$ cat src/rtl/calc_arb_pkg.sv
// ---------------------------------------------------------------------------
// calc_arb_pkg
//   Shared definitions for the calculator command arbiter:
//   - default values for the arbiter parameters
//   - FSM state encoding (also exported on the top-level debug port)
//   - small helper to turn a requester index into a one-hot pulse vector
// ---------------------------------------------------------------------------
package calc_arb_pkg;

   localparam int DEF_INBITS  = 8;   // operand width per requester
   localparam int DEF_WIDTH   = 8;   // address width
   localparam int DEF_DIV_CFG = 3;   // clock divider written after reset
   localparam int DEF_TIMEOUT = 16;  // cycles allowed for CalcBusy to rise

   typedef enum logic [2:0] {
      CONFIG    = 3'd0,
      IDLE      = 3'd1,
      ISSUE     = 3'd2,
      WAIT_BUSY = 3'd3,
      WAIT_DONE = 3'd4
   } arb_state_t;

   function automatic logic [1:0] onehot2(input logic idx);
      return idx ? 2'b10 : 2'b01;
   endfunction

endpackage

$ cat src/rtl/rr_arbiter2.sv
// ---------------------------------------------------------------------------
// rr_arbiter2
//   Two-way round-robin arbiter. A lone requester always wins; on a tie the
//   requester that was not granted last wins. The history pointer moves only
//   when 'advance' is high and some request is present.
//
//   Clk      in   clock
//   Reset    in   asynchronous active-low reset (pointer -> "requester 1 last")
//   req      in   [1:0] request vector
//   advance  in   accept the current grant and update the pointer
//   gnt      out  [1:0] one-hot grant (combinational)
// ---------------------------------------------------------------------------
module rr_arbiter2 (
   input  logic       Clk,
   input  logic       Reset,
   input  logic [1:0] req,
   input  logic       advance,
   output logic [1:0] gnt
);

   // 1: requester 1 received the most recent grant
   logic last1;

   always_comb begin
      gnt = 2'b00;
      case (req)
         2'b01:   gnt = 2'b01;
         2'b10:   gnt = 2'b10;
         2'b11:   gnt = last1 ? 2'b01 : 2'b10;
         default: gnt = 2'b00;
      endcase
   end

   always_ff @(posedge Clk or negedge Reset) begin
      if (!Reset) begin
         last1 <= 1'b1;
      end else if (advance && (req != 2'b00)) begin
         last1 <= gnt[1];
      end
   end

endmodule

$ cat src/rtl/calc_cmd_arbiter.sv
// ---------------------------------------------------------------------------
// calc_cmd_arbiter
//   Arbitrates two command requesters onto a single calculator port. After
//   reset the calculator clock divider is written once (ConfigDiv pulse).
//   Then each accepted command is issued for one cycle (ValidCmd); writes
//   complete immediately, reads wait for CalcBusy to rise (bounded by
//   TIMEOUT) and then fall.
//
//   Handshake: a requester raises Req[n] with its fields stable and holds
//   them until it sees Gnt[n]; Gnt[n] is a one-cycle pulse in the cycle the
//   command is on the calculator bus (ValidCmd), after which Req[n] may drop.
//   Completion is a one-cycle Done[n] pulse, or Err[n] if a read timed out.
//
//   Clk        in   clock
//   Reset      in   asynchronous active-low reset
//   Req        in   [1:0] per-requester request level
//   ReqRW      in   [1:0] per-requester 1 = write, 0 = read/calculate
//   ReqSel     in   [7:0] 4-bit Sel per requester
//   ReqInA/B   in   [2*INBITS-1:0] operands per requester
//   ReqAddr    in   [2*WIDTH-1:0] address per requester
//   Gnt        out  [1:0] accept pulse
//   Done       out  [1:0] completion pulse
//   Err        out  [1:0] read timeout pulse
//   ValidCmd, RW, ConfigDiv, InputKey  out  calculator controls
//   InA, InB, Addr, Sel, Din           out  calculator command fields
//   CalcBusy   in   calculator busy status
//   DbgState   out  [2:0] current FSM state (arb_state_t encoding)
// ---------------------------------------------------------------------------
module calc_cmd_arbiter
   import calc_arb_pkg::*;
#(
   parameter int INBITS  = DEF_INBITS,
   parameter int WIDTH   = DEF_WIDTH,
   parameter int DIV_CFG = DEF_DIV_CFG,
   parameter int TIMEOUT = DEF_TIMEOUT
) (
   input  logic                Clk,
   input  logic                Reset,
   input  logic [1:0]          Req,
   input  logic [1:0]          ReqRW,
   input  logic [7:0]          ReqSel,
   input  logic [2*INBITS-1:0] ReqInA,
   input  logic [2*INBITS-1:0] ReqInB,
   input  logic [2*WIDTH-1:0]  ReqAddr,
   output logic [1:0]          Gnt,
   output logic [1:0]          Done,
   output logic [1:0]          Err,
   output logic                ValidCmd,
   output logic                RW,
   output logic                ConfigDiv,
   output logic                InputKey,
   output logic [INBITS-1:0]   InA,
   output logic [INBITS-1:0]   InB,
   output logic [WIDTH-1:0]    Addr,
   output logic [3:0]          Sel,
   output logic [31:0]         Din,
   input  logic                CalcBusy,
   output logic [2:0]          DbgState
);

   localparam int CNT_W = (TIMEOUT > 2) ? $clog2(TIMEOUT) : 1;
   // The counter reads k at the end of the k-th cycle after ISSUE, so a
   // match on TIMEOUT-1 makes Err appear exactly TIMEOUT cycles after ISSUE.
   localparam logic [CNT_W-1:0] TCNT_MAX = CNT_W'(TIMEOUT - 1);

   arb_state_t       state;
   logic [1:0]       win_gnt;
   logic             win;
   logic             take;
   logic             cur;     // index of the requester being served
   logic [CNT_W-1:0] tcnt;

   assign take     = (state == IDLE) && (Req != 2'b00);
   assign win      = win_gnt[1];
   assign InputKey = 1'b0;
   assign DbgState = state;

   rr_arbiter2 u_rr (
      .Clk     (Clk),
      .Reset   (Reset),
      .req     (Req),
      .advance (take),
      .gnt     (win_gnt)
   );

   always_ff @(posedge Clk or negedge Reset) begin
      if (!Reset) begin
         state     <= CONFIG;
         cur       <= 1'b0;
         tcnt      <= '0;
         Gnt       <= 2'b00;
         Done      <= 2'b00;
         Err       <= 2'b00;
         ValidCmd  <= 1'b0;
         ConfigDiv <= 1'b0;
         RW        <= 1'b0;
         InA       <= '0;
         InB       <= '0;
         Addr      <= '0;
         Sel       <= '0;
         Din       <= '0;
      end else begin
         // pulse outputs default low every cycle
         Gnt       <= 2'b00;
         Done      <= 2'b00;
         Err       <= 2'b00;
         ValidCmd  <= 1'b0;
         ConfigDiv <= 1'b0;

         case (state)
            CONFIG: begin
               // first cycle out of reset raises ConfigDiv, the next leaves
               if (ConfigDiv) begin
                  state <= IDLE;
               end else begin
                  ConfigDiv <= 1'b1;
                  Din       <= 32'(DIV_CFG);
               end
            end

            IDLE: begin
               if (take) begin
                  cur      <= win;
                  Gnt      <= win_gnt;
                  ValidCmd <= 1'b1;
                  RW       <= win ? ReqRW[1] : ReqRW[0];
                  Sel      <= win ? ReqSel[7:4] : ReqSel[3:0];
                  InA      <= win ? ReqInA[2*INBITS-1:INBITS] : ReqInA[INBITS-1:0];
                  InB      <= win ? ReqInB[2*INBITS-1:INBITS] : ReqInB[INBITS-1:0];
                  Addr     <= win ? ReqAddr[2*WIDTH-1:WIDTH] : ReqAddr[WIDTH-1:0];
                  tcnt     <= '0;
                  state    <= ISSUE;
               end
            end

            ISSUE: begin
               tcnt <= tcnt + 1'b1;
               if (RW) begin
                  Done  <= onehot2(cur);
                  state <= IDLE;
               end else begin
                  state <= WAIT_BUSY;
               end
            end

            WAIT_BUSY: begin
               // a busy rise on the last allowed cycle still wins over timeout
               if (CalcBusy) begin
                  state <= WAIT_DONE;
               end else if (tcnt == TCNT_MAX) begin
                  Err   <= onehot2(cur);
                  state <= IDLE;
               end else begin
                  tcnt <= tcnt + 1'b1;
               end
            end

            WAIT_DONE: begin
               if (!CalcBusy) begin
                  Done  <= onehot2(cur);
                  state <= IDLE;
               end
            end

            default: state <= IDLE;
         endcase
      end
   end

endmodule
$ cat config.mk
export PLATFORM = sky130hd
export DESIGN_NAME = calc_cmd_arbiter
export DESIGN_NICKNAME = d
export VERILOG_FILES = /design/src/rtl/calc_arb_pkg.sv /design/src/rtl/rr_arbiter2.sv /design/src/rtl/calc_cmd_arbiter.sv
export SDC_FILE = /design/constraint.sdc
export NUM_CORES = 1
export LEC_CHECK = 0
export CAP_MARGIN = 25
export CORE_UTILIZATION = 42
export DETAILED_ROUTE_END_ITERATION = 6
export PLACE_DENSITY = 0.83
export SYNTH_ARGS = -nofsm -noshare
export SYNTH_HDL_FRONTEND = slang
export SYNTH_HIERARCHICAL = 1
export SYNTH_SLANG_ARGS = --single-unit
export TNS_END_PERCENT = 10
$ cat constraint.sdc
create_clock -name Clk -period 2.3 [get_ports Clk]
set_input_delay 0.69 -clock Clk [delete_from_list [all_inputs] [get_ports Clk]]
set_output_delay 0.69 -clock Clk [all_outputs]
set_load 0.02 [all_outputs]
Word-level counts from Yosys, hierarchy flattened
Cells that the tools add are included.

storage, ports and cells
  register bits after elaboration = 47
  bits in latches = 0
  RAM bits = 0
  ROM bits = 0
  input bits = 63
  output and inout port bits = 73
  logic and storage cells = 71
  memories kept = 0

cells by class
  $add $sub $neg = 1
  multiply operators = 0
  div/mod/pow operators = 0
  order comparisons = 0
  equal/unequal tests = 14
  shift operators = 0
  mux-type cells = 31
  bitwise gates (word level) = 1
  reduce and logical (&&, ||, !) cells = 9

operators by type and width
  kind                                                                     count
  8-bit 2-to-1 mux                                                         3
  2-bit 2-to-1 mux                                                         10
  4-bit 2-to-1 mux                                                         4
  3-bit 2-to-1 mux                                                         5
  3-bit case mux with 5 select lines                                       1
  4-bit case mux with 3 select lines                                       1
  2-bit inequality test, second input constant                             4
  4-bit AND reduction                                                      2
  3-bit by 2-bit equality test with 1-bit output, second input constant    2
  2-bit case mux with 3 select lines                                       1
  1-bit 2-to-1 mux                                                         5
  4-bit by 1-bit adder with 4-bit output, second input constant            1
  2-bit equality test, second input constant                               2
  4-bit equality test, second input constant                               1
  2-bit case mux with 2 select lines                                       1
  2-bit AND reduction                                                      2
  3-bit by 1-bit equality test with 1-bit output, second input constant    1
  3-bit equality test, second input constant                               1
  3-bit logical NOT                                                        1
  3-bit inequality test, second input constant                             1
  3-bit nonzero test                                                       1
  2-bit by 1-bit equality test with 1-bit output, second input constant    1
  1-bit logical AND                                                        2
  2-bit by 1-bit inequality test with 1-bit output, second input constant  1
  2 further kinds                                                          2

Depth between registers and ports, before layout
  depth after elaboration = 4
  depth in mapped cells = 6
  mapped depth without buffers = 5

Modules after synthesis
Netlist, hierarchy kept.

modules (own cells, without submodules)
  module            instances  cells an instance  area each (um2)  sequential area each (um2)
  calc_cmd_arbiter  1          226                2,462.4          1,151.1
  rr_arbiter2       1          6                  56.3             26.3

Worst setup path after synthesis
OpenSTA, ideal clock, no wires.

  kind = input port to flip-flop
  start point = in Req[1]
  end point = reg Addr[0]
  setup time = 0.123 ns
  arrival time = 1.574 ns
  required time = 2.177 ns
  path slack = 0.603 ns
  stages on the path = 5
  buffers on the path = 2
  cells stage by stage = a21boi_0 -> clkbuf_1 -> buf_2 -> mux2i_1 -> a21oi_2

on the way
  longest elaborated chain between the ends = 3
  elaborated cells between the ends (all ways) = 8
  classes of those cells = eq/ne (3); mux (2); reduce/logical (3)

RTL lines
  what                                                                     RTL line                                   text
  from (decl)                                                              calc_cmd_arbiter.sv:39                     input logic [1:0] Req,
  2-bit equality test, or another cell as far along                        rr_arbiter2.sv:26                          case (req)
  2-bit case mux with 3 select lines or 1-bit logical AND (tied branches)  rr_arbiter2.sv:26, calc_cmd_arbiter.sv:73
  8-bit 2-to-1 mux or 2-bit AND reduction (tied branches)                  n/a
  to (signal assigned)                                                     calc_cmd_arbiter.sv:130                    Addr <= win ? ReqAddr[2*WIDTH-1:WIDTH] : ReqAddr[WIDTH-1:0];
  to (decl)                                                                calc_cmd_arbiter.sv:54                     output logic [WIDTH-1:0] Addr,

Parallel ways exist; a longest one is shown, timed or not.
A chain may end at the register's enable or synchronous reset.

Final worst setup path
  start point = reg state[0] (netlist: DbgState[0])
  end point = out DbgState[0]

RTL lines
  what                    RTL line                 text
  from (decl)             calc_cmd_arbiter.sv:66   arb_state_t state;
  from (signal assigned)  calc_cmd_arbiter.sv:88   state <= CONFIG;
  from (signal assigned)  calc_cmd_arbiter.sv:114  state <= IDLE;
  from (signal assigned)  calc_cmd_arbiter.sv:132  state <= ISSUE;
  to (decl)               calc_cmd_arbiter.sv:58   output logic [2:0] DbgState

No word-level cell between the ends.

==> out/metrics.yaml <==
crit_chain: "clkdlybuf4s50_1"
die_h_um: 79.4
crit_buf_inv: 1
grt_setup_unrepaired: "no"
grt_pass1_wl_um: 8050
period_share_pct: 95.6
outcome: "finished clean"
dp_hpwl_um: 3870
start_kind: "register"
critPathMaxStageDelay_ns: 0.67
fin_skew_ns: 0.00569
post-route-util_pct: 64.4
wl_per_cell_um: 12.1
vias: 1897
finalHoldViolCount: 0
port_buffers: 104
syn_area_per_cell_um2: 10.9
grt_pass1_vias: 1824
netlist_area_um2: 2520
r2r_start: "tcnt[0]"
power.leakage_nw: 1.56
dp.cells: 402
startpoint: "DbgState[0]"
reg2reg_to: "tcnt[2]"
finalSetupTns_ns: 0
synth_top_cell_area_share_pct: 45.7
cp-end-kind: "output port"
core-area_um2: 5640
htreeDepth: 2
fin_cells: 410
nets: 401
initial_core_util_pct: 44.6
cts.sinks: 47
root_buffer: "clkbuf_8"
vdd_drop_max_uv: 545
max-cap-violations: 0
period_minus_slack_ns: 2.20
crit_family: "buffers and inverters"
ys_warn_count: 6
critPathKind: "register to output port"
cts_made_buffers: 5
vias_per_cell: 4.63
die_x_um: 79.4
synth_most_common_cell: "dfrtp_1"
slew_viol_final: 0
fp.dieArea_um2: 6310
max_freq_ghz: 0.455
ios: 136
antennaDiodeCount: 0
worst-r2r-cell-count: 5
drive_gt1_share_pct: 16.3
synth_edf_count: 0
ys.flop_type: "dfrtp_1"
crit_slowest_cell: "clkdlybuf4s50_1"
clk_pin_slew_ns: 0.08
crit_path_max_fanout: 10
synth_seq_area_share_pct: 46.7
r2r_slack_ns: 0.75
post_cts_buffers: 0
grt_max_degree: 33
track_usage_pct: 16.6
worstSetupPathDepth: 1
synth_async_sr_flop_share_pct: 100
power_mw: 4.26
synth_seq_cells: 47
std_cell_rows: 27
synth_cells: 232
power_density_nw_per_um2: 1170
firstDrtPassIters: 4
cts_resized: 0
netlist-cell-type-count: 40
synth_top_cells_by_area: "dfrtp_1 (46%), mux2i_1 (12%), buf_4 (11%), a21oi_2 (10%), nor2_1 (5.2%)"
setup_viol: 0
drc: 0
cts_hold_buf: 0
grt_overflow: 0
cp.required_ns: 1.61
yosysTopAreaCell: "dfrtp_1"
hold_class: "primary input to asynchronous set/reset pin"
clkLatencyLatePin_ns: 0.29
drtIter0Drc: 76
antenna_found_initial: 0
drt_wl_total_um: 4940
clockBufferDepth: 2
area_growth_pct: 44.2
gp_congestion: 0.816
synth_commonest_cells: "dfrtp_1 (46), buf_4 (36), nor2_1 (35)"
cts_tree: "yes"
crit_end: "DbgState[0]"
final_antenna_net_count: 0
worstPathArrival_ns: 1.51
==> layout make-up <==
cell class | count | area (um^2)
Fill cell | 477 | 2010
Sequential cell | 47 | 1180
Timing Repair Buffer | 113 | 1150
Multi-Input combinational cell | 168 | 1110
Tap cell | 72 | 90.1
Clock buffer | 7 | 86.3
Inverter | 2 | 7.51
Clock inverter | 1 | 5.00
==> sequential cells by signal (all words and copies together) (netlist names) <==
signal      flops
Addr            8
ValidCmd        1
InB             8
InA             8
cur             1
Err             2
Sel             4
tcnt            4
Gnt             2
DbgState        3
ConfigDiv       1
u_rr/last1      1
Din             1
RW              1
Done            2
==> per-layer routing <==
layer  vias up  global-route usage (%)  wire, um
met4         0                    5.64        74
met5         -                       0         0
met2        84                    29.9      2430
met3         7                    4.80       440
met1       873                    18.4      2000
li1        933                       -         -
==> kinds of logic (layout without fill, tap and decap cells) <==
logic type | after synthesis | in the layout | synth area share (%)
AND/OR/NAND/NOR | 61 | 61 | 11.7
flip-flops | 47 | 47 | 46.7
buffers and inverters | 47 | 123 | 14.0
AO/OA/AOI/OAI | 44 | 44 | 14.5
multiplexers | 31 | 31 | 12.4
adder cells (fa/ha/maj) | 1 | 1 | 0.497
other | 1 | 31 | 0.149
==> cells in the final DEF (no fill, tap or decap), types with 2 or more instances in the layout <==
master	synthesis	routed
clkdlybuf4s50_1	0	103
dfrtp_1	46	46
nor2_1	35	35
conb_1	1	31
mux2i_1	29	29
a21oi_2	29	29
clkbuf_8	0	6
and2_1	5	5
nand2_1	5	5
buf_4	36	5
buf_12	0	4
nand3_1	3	3
nor4_1	2	2
nor2b_1	2	2
a21oi_1	2	2
a211oi_1	2	2
a31oi_1	2	2
mux2_2	2	2
==> worst min-delay path by stage <==
stage,endpoint,start,cells past startpoint
2_1_floorplan,Addr[0],Reset,0
3_3_place_gp,ConfigDiv,ConfigDiv,1
3_5_place_dp,Din[0],Din[0],1
5_1_grt,cur,Reset,2
6_report,Done[1],Reset,2
4_1_cts,RW,Reset,2
==> power by group <==
part / internal (mW) / total [mW] / leakage, nW / switching (mW)
Combinational: 1.12 / 2.35 / 0.959 / 1.23
Clock: 0.243 / 0.494 / 0.0482 / 0.251
Sequential: 1.19 / 1.41 / 0.550 / 0.228
==> metrics by stage <==
stage	worst slack (ns)	hold slack (ns)	area (um^2)
after floorplan	0.603	0.394	2630
after global placement	0.120	0.473	3540
after detailed placement	0.0911	0.483	3540
after CTS	0.0793	0.381	3630
after global routing	0.0323	0.393	3630
final	0.101	0.378	3630
(Power assumes the default switching activity.)
